$ cat src/rtl/hamming_128_encoder.sv
// Registered Hamming(7,4) encoder: 128-bit word -> 32 packed 7-bit codewords (224 bits).
// Optional error injection on the registered word when HAMMING_ERR_INJECT_EN is defined.
module hamming_128_encoder (
  input  logic         clk,
  input  logic         rst,
  input  logic         enable,
  input  logic [127:0] data_in,
`ifdef HAMMING_ERR_INJECT_EN
  input  logic         inj_en,
  input  logic [7:0]   inj_pos,
`endif
  output logic [223:0] encoded_data,
  output logic         encoded_valid
);

  logic [223:0] code_word;
  logic [223:0] flip_mask;

  // Each slice emits c[6:0] = {d3, d2, d1, p4, d0, p2, p1}, i.e. classic positions 7..1.
  always_comb begin
    code_word = '0;
    for (int i = 0; i < 32; i++) begin
      logic [3:0] d;
      d = data_in[4*i +: 4];
      code_word[7*i +: 7] = {d[3], d[2], d[1],
                             d[1] ^ d[2] ^ d[3],
                             d[0],
                             d[0] ^ d[2] ^ d[3],
                             d[0] ^ d[1] ^ d[3]};
    end
  end

`ifdef HAMMING_ERR_INJECT_EN
  // Positions 224..255 match no bit, so out-of-range requests flip nothing.
  always_comb begin
    flip_mask = '0;
    for (int j = 0; j < 224; j++) begin
      flip_mask[j] = inj_en && (inj_pos == 8'(j));
    end
  end
`else
  assign flip_mask = '0;
`endif

  always_ff @(posedge clk or posedge rst) begin
    if (rst) begin
      encoded_data  <= '0;
      encoded_valid <= 1'b0;
    end else begin
      encoded_valid <= enable;
      if (enable) begin
        encoded_data <= code_word ^ flip_mask;
      end
    end
  end

endmodule

$ cat config.mk
export PLATFORM = sky130hd
export DESIGN_NAME = hamming_128_encoder
export DESIGN_NICKNAME = d
export VERILOG_FILES = /design/src/rtl/hamming_128_encoder.sv
export SDC_FILE = /design/constraint.sdc
export NUM_CORES = 1
export LEC_CHECK = 0
export CAP_MARGIN = 40
export CORE_AREA = 2 2 183 185
export CTS_CLUSTER_DIAMETER = 50
export DETAILED_ROUTE_END_ITERATION = 8
export DIE_AREA = 0 0 185 187
export HOLD_SLACK_MARGIN = 0.1
export SETUP_SLACK_MARGIN = 0.2
export SYNTH_ARGS = -nofsm -noshare
export SYNTH_HDL_FRONTEND = slang
export SYNTH_SLANG_ARGS = --single-unit
export TNS_END_PERCENT = 1
$ cat constraint.sdc
create_clock -name clk -period 24 [get_ports clk]
set_input_delay 4.8 -clock clk [delete_from_list [all_inputs] [get_ports clk]]
set_output_delay 4.8 -clock clk [all_outputs]
set_load 0.005 [all_outputs]
# Word-level counts from Yosys, hierarchy flattened
# Index checks and enable logic that the tools add are counted.
dict set report totals {
  ff_bits 225
  inputBits 131
  out_inout_bits 225
  wordCells 194
}
dict set report op_classes {
  bitwise_logic 192
}
# operator n
set ops {}
lappend ops {{XOR 1 bit} 192}

# Longest topological paths before layout
# Gate-level depths: netlist of run 1.
dict set report logic_depth {
  word_depth 2
  ltp_mapped 4
  ltp_nobuf 2
}

# Worst setup path before layout of run 1
# No wires, ideal clock.
dict set report synth_timing {
  path_kind {input to register}
  from {in enable}
  to {reg encoded_data[0]}
  setup_ns 0.125
  t_arrival_ns 5.512
  t_required_ns 23.875
  slack_ns 18.363
  stages 4
  path_buffers 3
  cell_sequence {buf_6 > buf_6 > buf_6 > mux2_4}
}
# item line_no
set synth_lines {}
lappend synth_lines {{start: declaration} 6} ;# input logic enable,
lappend synth_lines {{end signal: assignment} 52} ;# encoded_data <= code_word ^ flip_mask;
lappend synth_lines {{end: declaration} 12} ;# output logic [223:0] encoded_data,
# No word-level cell between the ends.

# Worst setup path in the final report of run 1
dict set report layout_timing {
  from {in enable}
  to {reg encoded_data[172]}
}
# No word-level cell between the ends.

==> results of run 1 <==
-- cell type report --
type | count | area, sq um
clock inverters | 11 | 149
clock buffers | 41 | 883
well taps | 448 | 561
flip-flops and latches | 225 | 5630
multi-input cells | 320 | 5410
fillers | 2810 | 16600
inverters | 1 | 11.3
repair buffers | 362 | 3650
-- critical path, cell delays in order --
cell	delay, ns
sky130_fd_sc_hd__buf_8	0.49
sky130_fd_sc_hd__buf_4	0.45
sky130_fd_sc_hd__buf_4	0.73
sky130_fd_sc_hd__mux2_4	0.35
-- cells in the mapped netlist (all sizes together) --
| library cell | instances |
|---|---|
| xor3 | 96 |
| inv | 1 |
| dfrtp | 225 |
| buf | 25 |
| mux2 | 224 |
-- power by group through the flow --
stage	logic, uW	clock network [uW]	registers (uW)
6_report	301	455	466
5_1_grt	321	488	473
4_1_cts	306	471	466
3_5_place_dp	305	0	471
3_3_place_gp	303	0	471
2_1_floorplan	137	0	472
-- sequential cells by signal, summed over array words and instances (netlist names) --
signal,flops
encoded_valid,1
encoded_data,224
-- routing by layer --
metal	up-vias	wire, um
met2	231	11500
met3	32	2310
li1	2805	-
met4	0	530
met5	-	0
met1	3074	10500
-- kinds of logic (layout without fill, tap and decap cells) --
| family | Yosys count | after routing | share of synthesized area [%] |
|---|---|---|---|
| buffers and inverters | 26 | 415 | 2.20 |
| DFF | 225 | 225 | 49.9 |
| muxes | 224 | 224 | 27.7 |
| xor gates and xnor gates | 96 | 96 | 20.2 |
-- metrics by stage --
stage	cells	total power (uW)	cell area, sq um
2_1_floorplan	571	609	11300
3_3_place_gp	1354	774	15200
3_5_place_dp	1356	776	15300
4_1_cts	1408	1240	16300
5_1_grt	1408	1280	16300
6_report	1408	1220	16300
-- worst max path at each step --
stage,startpoint,endpoint,slack (ns),cells past startpoint
2_1_floorplan,rst,encoded_data[0],13.04,1
3_3_place_gp,enable,encoded_data[67],16.34,4
3_5_place_dp,enable,encoded_data[20],16.92,4
4_1_cts,enable,encoded_data[171],17.50,4
5_1_grt,enable,encoded_data[171],17.42,4
6_report,enable,encoded_data[172],17.57,4
==> flow_metrics.env, run 1 <==
export IMPL_synthesis_nets=702
export IMPL_global_route_usage_met1_pct=18.5
export IMPL_cts_tree="done"
export IMPL_rsz0062_at_grt="no"
export IMPL_fin_worst_skew_ns=0
export IMPL_post_cts_resized_instances=0
export IMPL_irDropWorstVdd_mv=0.0510
export IMPL_combinationalPowerShare_pct=24.6
export IMPL_yosys_area_top_type_share_pct=49.9
export IMPL_tightest_slew_ns=0.809
export IMPL_postLayoutSetupSlackWorst_ns=17.57
export IMPL_timing_setup_tns_ns=0
export IMPL_power_switching_share_pct=23.2
export IMPL_final_common_cell="sky130_fd_sc_hd__clkdlybuf4s50_1"
export IMPL_post_place_ws_ns=16.92
export IMPL_data_required_time_at_the_worst_endpoint_ns=24.41
export IMPL_clk_latency_ns=0.53
export IMPL_timing_hold_ws_ns=0.504
export IMPL_ff2ff_path_depth=1
export IMPL_route_detailed_drc=0
export IMPL_synthDominantAreaCellType="sky130_fd_sc_hd__dfrtp_1"
export IMPL_globalRouteOverflowTotal=0
export IMPL_grt_start_max_net_pins=79
export IMPL_hp_class="register to register"
export IMPL_critical_path_peak_fanout=78
export IMPL_synthCells=571
export IMPL_detail_route_first_pass_iterations=4
export IMPL_ctsHoldBuffers=0
export IMPL_synthToLayoutAreaGrowth_pct=44.4
export IMPL_reg2reg_from="encoded_data[190]"
export IMPL_routed_wirelength_um=24900
export IMPL_p_switching_uw=283
export IMPL_max_cap_viol_count=0
export IMPL_power_density_cell_area_nw_per_um2=75.0
export IMPL_dr_first_iter_drc_count=189
export IMPL_r2r_end="encoded_data[190]"
export IMPL_fp_dieArea_sq_um=34600
export IMPL_layout_common_cells="354 x sky130_fd_sc_hd__clkdlybuf4s50_1, 225 x sky130_fd_sc_hd__dfrtp_1, 160 x sky130_fd_sc_hd__mux2_4"
export IMPL_setup_slack_reg_to_reg_ns=23.22
export IMPL_hold_path_cell_count=1
export IMPL_netlist_area_sq_um=11300
export IMPL_clk_path_buf_depth=3
export IMPL_drt_vias_per_instance=4.36
export IMPL_grt_util_met3_pct=5.04
export IMPL_antenna_cells_inserted=0
export IMPL_most_used_layer_global_route="met2"
export IMPL_seqPwrFrac_pct=38.1
export IMPL_timing_final_crit_period_ns=6.43
export IMPL_final_layout_size_suffix_gt1_share_pct=29.4
export IMPL_cts_clk_pin_slew_worst_paths_ns=0.05
export IMPL_layout_worst_path_cycle_share_pct=26.8
export IMPL_final_net_count=1072
export IMPL_timing_slew_headroom_pct=46.1
export IMPL_worst_setup_path_start_kind="input pin"
export IMPL_synth_sequential_area_ratio_pct=49.9
export IMPL_die_height_um=187
export IMPL_report_final_hold_viol_count=0
export IMPL_wire_length_of_the_first_global_routing_pass_um=39100
export IMPL_wire_per_inst_um=17.7
export IMPL_fp_coreArea_sq_um=32900
export IMPL_number_of_different_library_cells_in_the_post_synthesis_netlist=7
export IMPL_achievable_frequency_ghz=0.155
export IMPL_ys_ff_latch=225
export IMPL_whs_endpoint="encoded_data[103]"
export IMPL_report_final_slew_viol_count=0
export IMPL_synth_top_cells_by_area="sky130_fd_sc_hd__dfrtp_1 50%, sky130_fd_sc_hd__mux2_4 21%, sky130_fd_sc_hd__xor3_1 20%"
export IMPL_finish_utilization_pct=49.6
export IMPL_cts_sink_count=225
export IMPL_endpoint_kind="register"
export IMPL_clock_root_buffer="sky130_fd_sc_hd__clkbuf_16"
export IMPL_routability_congestion_estimate_from_global_placement=0.712
export IMPL_synth_area_per_cell_sq_um=19.8
export IMPL_initial_core_util_pct=34.3
export IMPL_top_level_ports=356
export IMPL_num_rows=67
export IMPL_numPortBuffers=355
export IMPL_htree_num_levels=1
export IMPL_number_of_antenna_violations_at_the_first_check_in_global_routing=0
export IMPL_number_of_global_route_vias_before_repair=6688
export IMPL_p_int_uw=938
export IMPL_cts_buffers_inserted=31
export IMPL_setup_worst_path_class="input pin to register"
export IMPL_cp_arrival_ns=6.84
export IMPL_run_status="finished, final reports clean"
export IMPL_chipWidth_um=185
export IMPL_antenna_left=0
export IMPL_setup_violations=0
export IMPL_grt_total_usage_pct=14.2
export IMPL_number_of_vias_after_detailed_routing=6142
export IMPL_post_cts_setup_buffer_count=0
export IMPL_power_leakage_uw=0.00760
export IMPL_globalRouteMet2Util_pct=22.3
export IMPL_power_frac_clock_pct=37.3
export IMPL_place_hpwl_um=17500
export IMPL_timing_hold_worst_start="encoded_data[103]"
export IMPL_syn_warnings=0
Power figures use the tool's default switching activity.
==> run 2: changes to the inputs <==
==> constraint.sdc (replaced) <==
create_clock -name clk -period 6.3 [get_ports clk]
set_input_delay 1.26 -clock clk [delete_from_list [all_inputs] [get_ports clk]]
set_output_delay 1.26 -clock clk [all_outputs]
set_load 0.005 [all_outputs]
==> run 2 against run 1 <==
Effect of this change:
- critical path depth down 3
- setup slack got worse by 14 ns
- routed wire length rose by 2.2%
- global-route usage rose by 0.59 points
- clock-buffer cell count rose by 3
- largest cell class unchanged
- highest routed layer unchanged
==> flow_metrics.env, run 2 (synthesis gave the netlist of run 1 again) <==
export IMPL_hp_class="register to register"
export IMPL_cts_buffers_inserted=34
export IMPL_cts_tree="done"
export IMPL_critical_path_peak_fanout=2
export IMPL_wire_per_inst_um=18.0
export IMPL_final_layout_size_suffix_gt1_share_pct=29.6
export IMPL_totalPowerFinal_uw=4790
export IMPL_worst_setup_path_start_kind="register"
export IMPL_globalRouteOverflowTotal=0
export IMPL_largest_register="encoded_data"
export IMPL_series_of_cell_instances_along_the_critical_path="clkdlybuf4s50_1"
export IMPL_endpoint_kind="output port"
export IMPL_layout_worst_path_cycle_share_pct=42.6
export IMPL_numPortBuffers=355
export IMPL_rsz0062_at_grt="no"
export IMPL_dr_first_iter_drc_count=192
export IMPL_layout_common_cells="354 x sky130_fd_sc_hd__clkdlybuf4s50_1, 225 x sky130_fd_sc_hd__dfrtp_1, 160 x sky130_fd_sc_hd__mux2_4"
export IMPL_report_final_slew_viol_count=0
export IMPL_num_rows=67
export IMPL_timing_slew_headroom_pct=42.7
export IMPL_synthToLayoutAreaGrowth_pct=44.9
export IMPL_die_height_um=187
export IMPL_largest_registers="encoded_data (224), encoded_valid (1)"
export IMPL_cts_clk_pin_slew_worst_paths_ns=0.05
export IMPL_clock_root_buffer="sky130_fd_sc_hd__clkbuf_16"
export IMPL_place_area_sq_um=15200
export IMPL_ctsHoldBuffers=0
export IMPL_worstSetupPathDepth=1
export IMPL_routed_wirelength_um=25400
export IMPL_clk_latency_ns=0.49
export IMPL_number_of_global_route_vias_before_repair=6800
export IMPL_final_common_cell="sky130_fd_sc_hd__clkdlybuf4s50_1"
export IMPL_fin_worst_skew_ns=0
export IMPL_post_cts_resized_instances=0
export IMPL_data_required_time_at_the_worst_endpoint_ns=5.04
export IMPL_top_level_ports=356
export IMPL_cts_sink_count=225
export IMPL_power_leakage_uw=0.00764
export IMPL_setup_worst_path_class="register to output port"
export IMPL_irDropWorstVdd_mv=0.187
export IMPL_timing_final_crit_period_ns=2.69
export IMPL_max_cap_viol_count=0
export IMPL_achievable_frequency_ghz=0.372
export IMPL_htree_num_levels=2
export IMPL_hold_path_cell_count=1
export IMPL_clk_path_buf_depth=3
export IMPL_critPathTopFamily="buffers and inverters"
export IMPL_ff2ff_path_depth=1
export IMPL_fp_coreArea_sq_um=32900
export IMPL_largest_register_ffs=224
export IMPL_cp_slowest_cell="sky130_fd_sc_hd__clkdlybuf4s50_1"
export IMPL_number_of_antenna_violations_at_the_first_check_in_global_routing=0
export IMPL_run_status="finished, final reports clean"
export IMPL_tightest_slew_ns=0.859
export IMPL_biggest_cell_delay_along_the_critical_path_ns=0.58
export IMPL_initial_core_util_pct=34.3
export IMPL_place_hpwl_um=17700
export IMPL_report_final_hold_viol_count=0
export IMPL_power_density_cell_area_nw_per_um2=293
export IMPL_grt_start_max_net_pins=123
export IMPL_post_cts_setup_buffer_count=0
export IMPL_chipWidth_um=185
export IMPL_wire_length_of_the_first_global_routing_pass_um=40200
export IMPL_antenna_left=0
export IMPL_finalInstanceArea_sq_um=16400
export IMPL_routability_congestion_estimate_from_global_placement=0.709
export IMPL_grt_total_usage_pct=14.7
export IMPL_setup_violations=0
export IMPL_antenna_cells_inserted=0
export IMPL_fp_dieArea_sq_um=34600
export IMPL_timing_setup_tns_ns=0
export IMPL_final_net_count=1073
export IMPL_drt_vias_per_instance=4.36
export IMPL_cp_arrival_ns=1.43
export IMPL_timing_hold_ws_ns=0.501
export IMPL_route_detailed_drc=0
export IMPL_number_of_vias_after_detailed_routing=6148
export IMPL_cp_buffers_inverters=1
export IMPL_detail_route_first_pass_iterations=4
-- run 2: changes by cell type in the layout (fill, tap and decap cells not counted), sizes merged --
cell      change
clkbuf        +3
clkinvlp      -1
bufinv        -1
clkinv        +4
buf           -2
-- run 2: metal layers --
metal	GRT usage (%)	routed length (um)	vias up
met4	4.24	563	0
met5	0	0	-
met3	5.61	2300	44
met1	19.1	10700	3069
met2	23.1	11800	223
li1	-	-	2812
-- run 2: report_power, final --
part / internal (uW) / total [uW] / switching, uW
combinational: 822 / 1150 / 330
sequential: 1650 / 1770 / 117
clock: 1190 / 1860 / 672
-- run 2: per-stage QoR --
step,setup WS (ns),cells,utilization [%]
6_report,3.61,1411,49.8
5_1_grt,3.54,1411,49.8
4_1_cts,3.56,1411,49.8
3_5_place_dp,3.17,1354,46.3
3_3_place_gp,3.19,1354,46.3
2_1_floorplan,2.10,571,-
-- run 2: final cells by class --
| class | count | area [sq um] |
|---|---|---|
| fillers | 2845 | 16500 |
| flip-flops and latches | 225 | 5630 |
| multi-input cells | 320 | 5410 |
| repair buffers | 360 | 3620 |
| clock buffers | 44 | 992 |
| well taps | 448 | 561 |
| clock inverters | 13 | 136 |
| inverters | 1 | 7.51 |
-- run 2: worst paths after layout --
check | slack, ns | from | endpoint
setup / recovery | 3.61 | encoded_data[62] | encoded_data[62]
min in group asynchronous | 1.04 | rst | encoded_data[50]
setup reg to reg | 5.51 | encoded_data[19] | encoded_data[19]
hold / removal | 0.50 | encoded_data[108] | encoded_data[108]
hold reg to reg | 0.50 | encoded_data[108] | encoded_data[108]
max in group asynchronous | 4.31 | rst | encoded_data[22]
==> run 3: changes to the inputs <==
==> constraint.sdc (replaced) <==
create_clock -name clk -period 2.4 [get_ports clk]
set_input_delay 0.48 -clock clk [delete_from_list [all_inputs] [get_ports clk]]
set_output_delay 0.48 -clock clk [all_outputs]
set_load 0.005 [all_outputs]
==> run 3 against run 2 <==
Effect of this change:
- critical endpoint unchanged
- register-to-register slack got worse by 3.9 ns
- via count is 1.4% higher
- first-iteration DRC count fell by 16%
- final area is 1.9% higher
- global-route usage rose by 0.42 points
- sequential share of layout area decreased by 0.65 points
- clock power rose to 2.9 times the previous value
- hold slack worse by 0.12 ns
==> flow_metrics.env, run 3 (synthesis gave the netlist of run 1 again) <==
export IMPL_achievable_frequency_ghz=0.518
export IMPL_timing_hold_ws_ns=0.383
export IMPL_clk_path_buf_depth=3
export IMPL_wire_per_inst_um=18.2
export IMPL_post_cts_setup_buffer_count=0
export IMPL_hp_class="input pin to async pin"
export IMPL_max_cap_viol_count=0
export IMPL_irDropWorstVdd_mv=0.682
export IMPL_layout_common_cells="354 x sky130_fd_sc_hd__clkdlybuf4s50_1, 225 x sky130_fd_sc_hd__dfrtp_1, 160 x sky130_fd_sc_hd__mux2_4"
export IMPL_worst_setup_path_start_kind="register"
export IMPL_fin_worst_skew_ns=0
export IMPL_clock_root_buffer="sky130_fd_sc_hd__clkbuf_16"
export IMPL_grt_total_usage_pct=15.2
export IMPL_synthToLayoutAreaGrowth_pct=47.7
export IMPL_report_final_slew_viol_count=0
export IMPL_combinationalPowerShare_pct=23.3
export IMPL_run_status="finished, final reports clean"
export IMPL_seqCellArea_sq_um=5630
export IMPL_cp_slowest_cell="sky130_fd_sc_hd__clkdlybuf4s50_1"
export IMPL_cts_buffers_inserted=36
export IMPL_power_frac_clock_pct=41.1
export IMPL_timing_slew_headroom_pct=69.8
export IMPL_layout_worst_path_cycle_share_pct=80.4
export IMPL_report_final_hold_viol_count=0
export IMPL_numPortBuffers=355
export IMPL_grt_start_max_net_pins=57
export IMPL_num_rows=67
export IMPL_setup_worst_path_class="register to output port"
export IMPL_chipWidth_um=185
export IMPL_series_of_cell_instances_along_the_critical_path="clkdlybuf4s50_1"
export IMPL_cp_buffers_inverters=1
export IMPL_cts_sink_count=225
export IMPL_antenna_cells_inserted=0
export IMPL_initial_core_util_pct=34.3
export IMPL_fp_dieArea_sq_um=34600
export IMPL_cts_clk_pin_slew_worst_paths_ns=0.06
export IMPL_routed_wirelength_um=26100
export IMPL_routability_congestion_estimate_from_global_placement=0.729
export IMPL_largest_registers="encoded_data (224), encoded_valid (1)"
export IMPL_totalPowerFinal_uw=13100
export IMPL_ctsHoldBuffers=0
export IMPL_rsz0062_at_grt="no"
export IMPL_route_detailed_drc=0
export IMPL_cp_arrival_ns=1.45
export IMPL_place_hpwl_um=18500
export IMPL_antenna_left=0
export IMPL_setup_violations=0
export IMPL_largest_register="encoded_data"
export IMPL_detail_route_first_pass_iterations=4
export IMPL_largest_register_ffs=224
export IMPL_cts_tree="done"
export IMPL_final_layout_size_suffix_gt1_share_pct=31.3
export IMPL_drt_vias_per_instance=4.35
export IMPL_final_net_count=1088
export IMPL_p_int_uw=10000
export IMPL_fp_coreArea_sq_um=32900
export IMPL_clk_latency_ns=0.50
export IMPL_critical_path_peak_fanout=2
export IMPL_timing_final_crit_period_ns=1.93
export IMPL_number_of_antenna_violations_at_the_first_check_in_global_routing=0
export IMPL_place_area_sq_um=15400
export IMPL_top_level_ports=356
export IMPL_die_height_um=187
export IMPL_combined_area_of_the_multi_input_logic_cells_sq_um=5410
export IMPL_dr_first_iter_drc_count=162
export IMPL_htree_num_levels=2
export IMPL_power_density_cell_area_nw_per_um2=786
export IMPL_data_required_time_at_the_worst_endpoint_ns=1.92
export IMPL_power_leakage_uw=0.00780
export IMPL_globalRouteOverflowTotal=0
export IMPL_biggest_cell_delay_along_the_critical_path_ns=0.57
export IMPL_num_fill_cells=2797
export IMPL_post_cts_resized_instances=0
export IMPL_tightest_slew_ns=0.453
export IMPL_number_of_global_route_vias_before_repair=7013
export IMPL_endpoint_kind="output port"
export IMPL_final_common_cell="sky130_fd_sc_hd__clkdlybuf4s50_1"
export IMPL_power_switching_share_pct=23.5
export IMPL_finalInstanceArea_sq_um=16700
export IMPL_critPathTopFamily="buffers and inverters"
export IMPL_number_of_vias_after_detailed_routing=6233
export IMPL_wire_length_of_the_first_global_routing_pass_um=41200
export IMPL_p_switching_uw=3080
export IMPL_timing_setup_tns_ns=0
export IMPL_seqPwrFrac_pct=35.6
run 3: changes by cell type in the layout (fill, tap and decap cells not counted), sizes merged:
cell,delta
clkinvlp,+1
clkbuf,-2
bufinv,+3
clkinv,+3
inv,+3
buf,+13
run 3: stage by stage:
step / utilization (%) / setup slack (ns) / std cells
after floorplan: - / -1.02 / 571
after global placement: 46.9 / 0.529 / 1367
after detailed placement: 46.9 / 0.519 / 1367
after CTS: 50.7 / 0.423 / 1432
after global routing: 50.7 / 0.405 / 1432
final: 50.7 / 0.470 / 1432
run 3: path summary, 6_finish.rpt:
check                                  startpoint                end  slack [ns]  cells past startpoint
min in group clk                           enable   encoded_data[69]        0.45                      2
worst max register to register   encoded_data[17]   encoded_data[17]        1.61                      1
worst max-delay path             encoded_data[62]   encoded_data[62]        0.47                      1
worst min register to register  encoded_data[107]  encoded_data[107]        0.50                      1
worst min-delay path                          rst   encoded_data[47]        0.38                      3
max in group asynchronous                     rst  encoded_data[167]        1.47                      4
run 3: area by class of cell:
type                            count  area share [%]
Sequential cell                   225            33.8
Clock inverter                     23            1.63
Inverter                            1          0.0450
Timing Repair Buffer              373            22.8
Clock buffer                       42            5.91
Multi-Input combinational cell    320            32.4
Tap cell                          448            3.36
run 3: per-layer routing:
layer / vias to the layer above / track usage (%) / routed length [um]
met5: - / 0.286 / 0
met4: 0 / 4.12 / 567
met3: 43 / 5.33 / 2160
met2: 227 / 23.9 / 12200
met1: 3118 / 19.8 / 11200
li1: 2845 / - / -
run 3: power groups by stage:
stage / Sequential (uW) / Combinational (uW) / Clock, uW
4_1_cts: 4670 / 3110 / 5560
3_5_place_dp: 4710 / 3090 / 0
5_1_grt: 4730 / 3260 / 5740
6_report: 4660 / 3060 / 5380
2_1_floorplan: 4720 / 1370 / 0
3_3_place_gp: 4710 / 3080 / 0
==> RTL change (settings of run 3) <==
Build with the macro `HAMMING_ERR_INJECT_EN` defined.
--- a/src/rtl/hamming_128_encoder.sv
+++ b/src/rtl/hamming_128_encoder.sv
@@ -1,5 +1,7 @@
 // Registered Hamming(7,4) encoder: 128-bit word -> 32 packed 7-bit codewords (224 bits).
 // Optional error injection on the registered word when HAMMING_ERR_INJECT_EN is defined.
+`define HAMMING_ERR_INJECT_EN
+
 module hamming_128_encoder (
   input  logic         clk,
   input  logic         rst,
Interface: changed (added inj_en and inj_pos); port bits go from 356 to 365. No check against the original RTL was run, so the function may have changed too.
==> RTL change against run 3 <==
  * Via count up 82%
  * Synthesized area is 16% higher
  * Sequential cell count stayed put
  * Design area is 12% higher
  * Total power down 4.9%
  * Worst setup slack better by 0.0092 ns
  * Routed wire length rose by 64%
  * Critical path type unchanged
  * Highest routed layer is now met5
==> RTL change: results <==
{
  "via_per_inst": 4.99,
  "critical_path.max_stage_delay_ns": 0.59,
  "postCtsSetupBuffers": 0,
  "grt_pass1_vias": 11500,
  "peakVddDrop_mv": 0.474,
  "yosysSeqAreaShare_pct": 43.0,
  "dr.pass1.iters": 5,
  "crit_family": "buffers and inverters",
  "status": "finished clean",
  "reg2reg_depth": 2,
  "slew_headroom_pct": 57.8,
  "detailed_place.area_sq_um": 17500,
  "leakage_uw": 0.00691,
  "async_flop_share_pct": 100,
  "wl_per_cell_microns": 18.8,
  "min_delay_path_depth": 1,
  "synthTopCellsByCount": "227 x nor2_1, 226 x xnor2_1, 225 x dfrtp_1",
  "synth_fa_ha_area_share_pct": 0,
  "grt_max_degree": 108,
  "slowest_stage": "clkdlybuf4s50_1",
  "ys_types": 31,
  "antenna_found_initial": 4,
  "worstPathArrival_ns": 1.44,
  "synth_flop_cell": "dfrtp_1",
  "swShare_pct": 28.1,
  "synth-xor-area-share_pct": 25.7,
  "grt_pass1_wl_microns": 66500,
  "grt_usage_pct": 24.7,
  "clock_path_buffers": 3,
  "hold_viol_final": 0,
  "cts-root-buf": "clkbuf_16",
  "hpwlAfterDp_microns": 30200,
  "largestRegisters": "encoded_data x224, encoded_valid x1",
  "cts_buffers": 34,
  "hold_path_class": "in2reg",
  "synth_nets": 1591,
  "netlist_top_cells_area": "dfrtp_1 43%, xnor2_1 15%, xor2_1 11%",
  "initialDrtViolationCount": 679,
  "finalCriticalPeriod_ns": 1.92,
  "drive_above_1_share_pct": 9.16,
  "ctsHtreeMaxLevel": 2,
  "regToRegSetupSlack_ns": 1.69,
  "yosysWarningCount": 0,
  "fin_nets": 1938,
  "port_buffers": 364,
  "place_ws_ns": 0.0177,
  "core-area_sq_um": 32900,
  "clk_pin_slew_ns": 0.06,
  "muxShareOfSynthArea_pct": 0,
  "cts_resized": 0,
  "clk_latency_ns": 0.49,
  "finClkSkew_ns": 0,
  "place_congestion": 0.813,
  "synth-compound-area-share_pct": 8.56,
  "path_max_fanout": 2
}
[RTL change: worst paths after layout]
| check | from | endpoint |
|---|---|---|
| min | enable | encoded_valid |
| max in group asynchronous | rst | encoded_data[192] |
| max reg2reg | encoded_data[34] | encoded_data[34] |
| min reg2reg | encoded_data[132] | encoded_data[132] |
| min in group asynchronous | rst | encoded_data[117] |
| max | encoded_data[82] | encoded_data[82] |
[RTL change: cell families (layout without fill, tap and decap cells)]
family,after synthesis,count (layout)
other,0,4
AO/OA/AOI/OAI,224,224
buffers and inverters,122,494
XOR/XNOR,384,384
flip-flops,225,225
AND/OR/NAND/NOR,496,496
[RTL change: layer usage]
layer	GRT usage (%)	vias up	part of all wire, %
met3	4.75	79	6.1
met2	39.3	338	47
met1	33.4	5379	44
li1	-	5556	-
met4	9.00	2	3.3
met5	0	-	0.030
[RTL change: through the flow]
step	TNS [ns]	power, uW	instances	hold slack (ns)
final	0	12500	2275	0.267
after detailed placement	0	7560	2210	0.510
after floorplan	-229.05	5830	1451	0.511
after global placement	0	7540	2210	0.501
after CTS	0	12600	2271	0.253
after global routing	0	13100	2274	0.262
[RTL change: power groups by stage]
stage | clock, uW | combinational (uW) | sequential [uW]
2_1_floorplan | 0 | 1250 | 4580
3_3_place_gp | 0 | 2950 | 4590
3_5_place_dp | 0 | 2970 | 4580
4_1_cts | 5080 | 2990 | 4540
5_1_grt | 5260 | 3220 | 4580
6_report | 4970 | 2960 | 4530
[RTL change: cell type report]
type,instances,area [sq um]
clock inverters,18,200
diodes,4,10.0
well taps,448,561
flip-flops and latches,225,5630
multi-input cells,1104,7020
repair buffers,432,4320
fillers,2984,14200
inverters,1,7.51
clock buffers,43,926
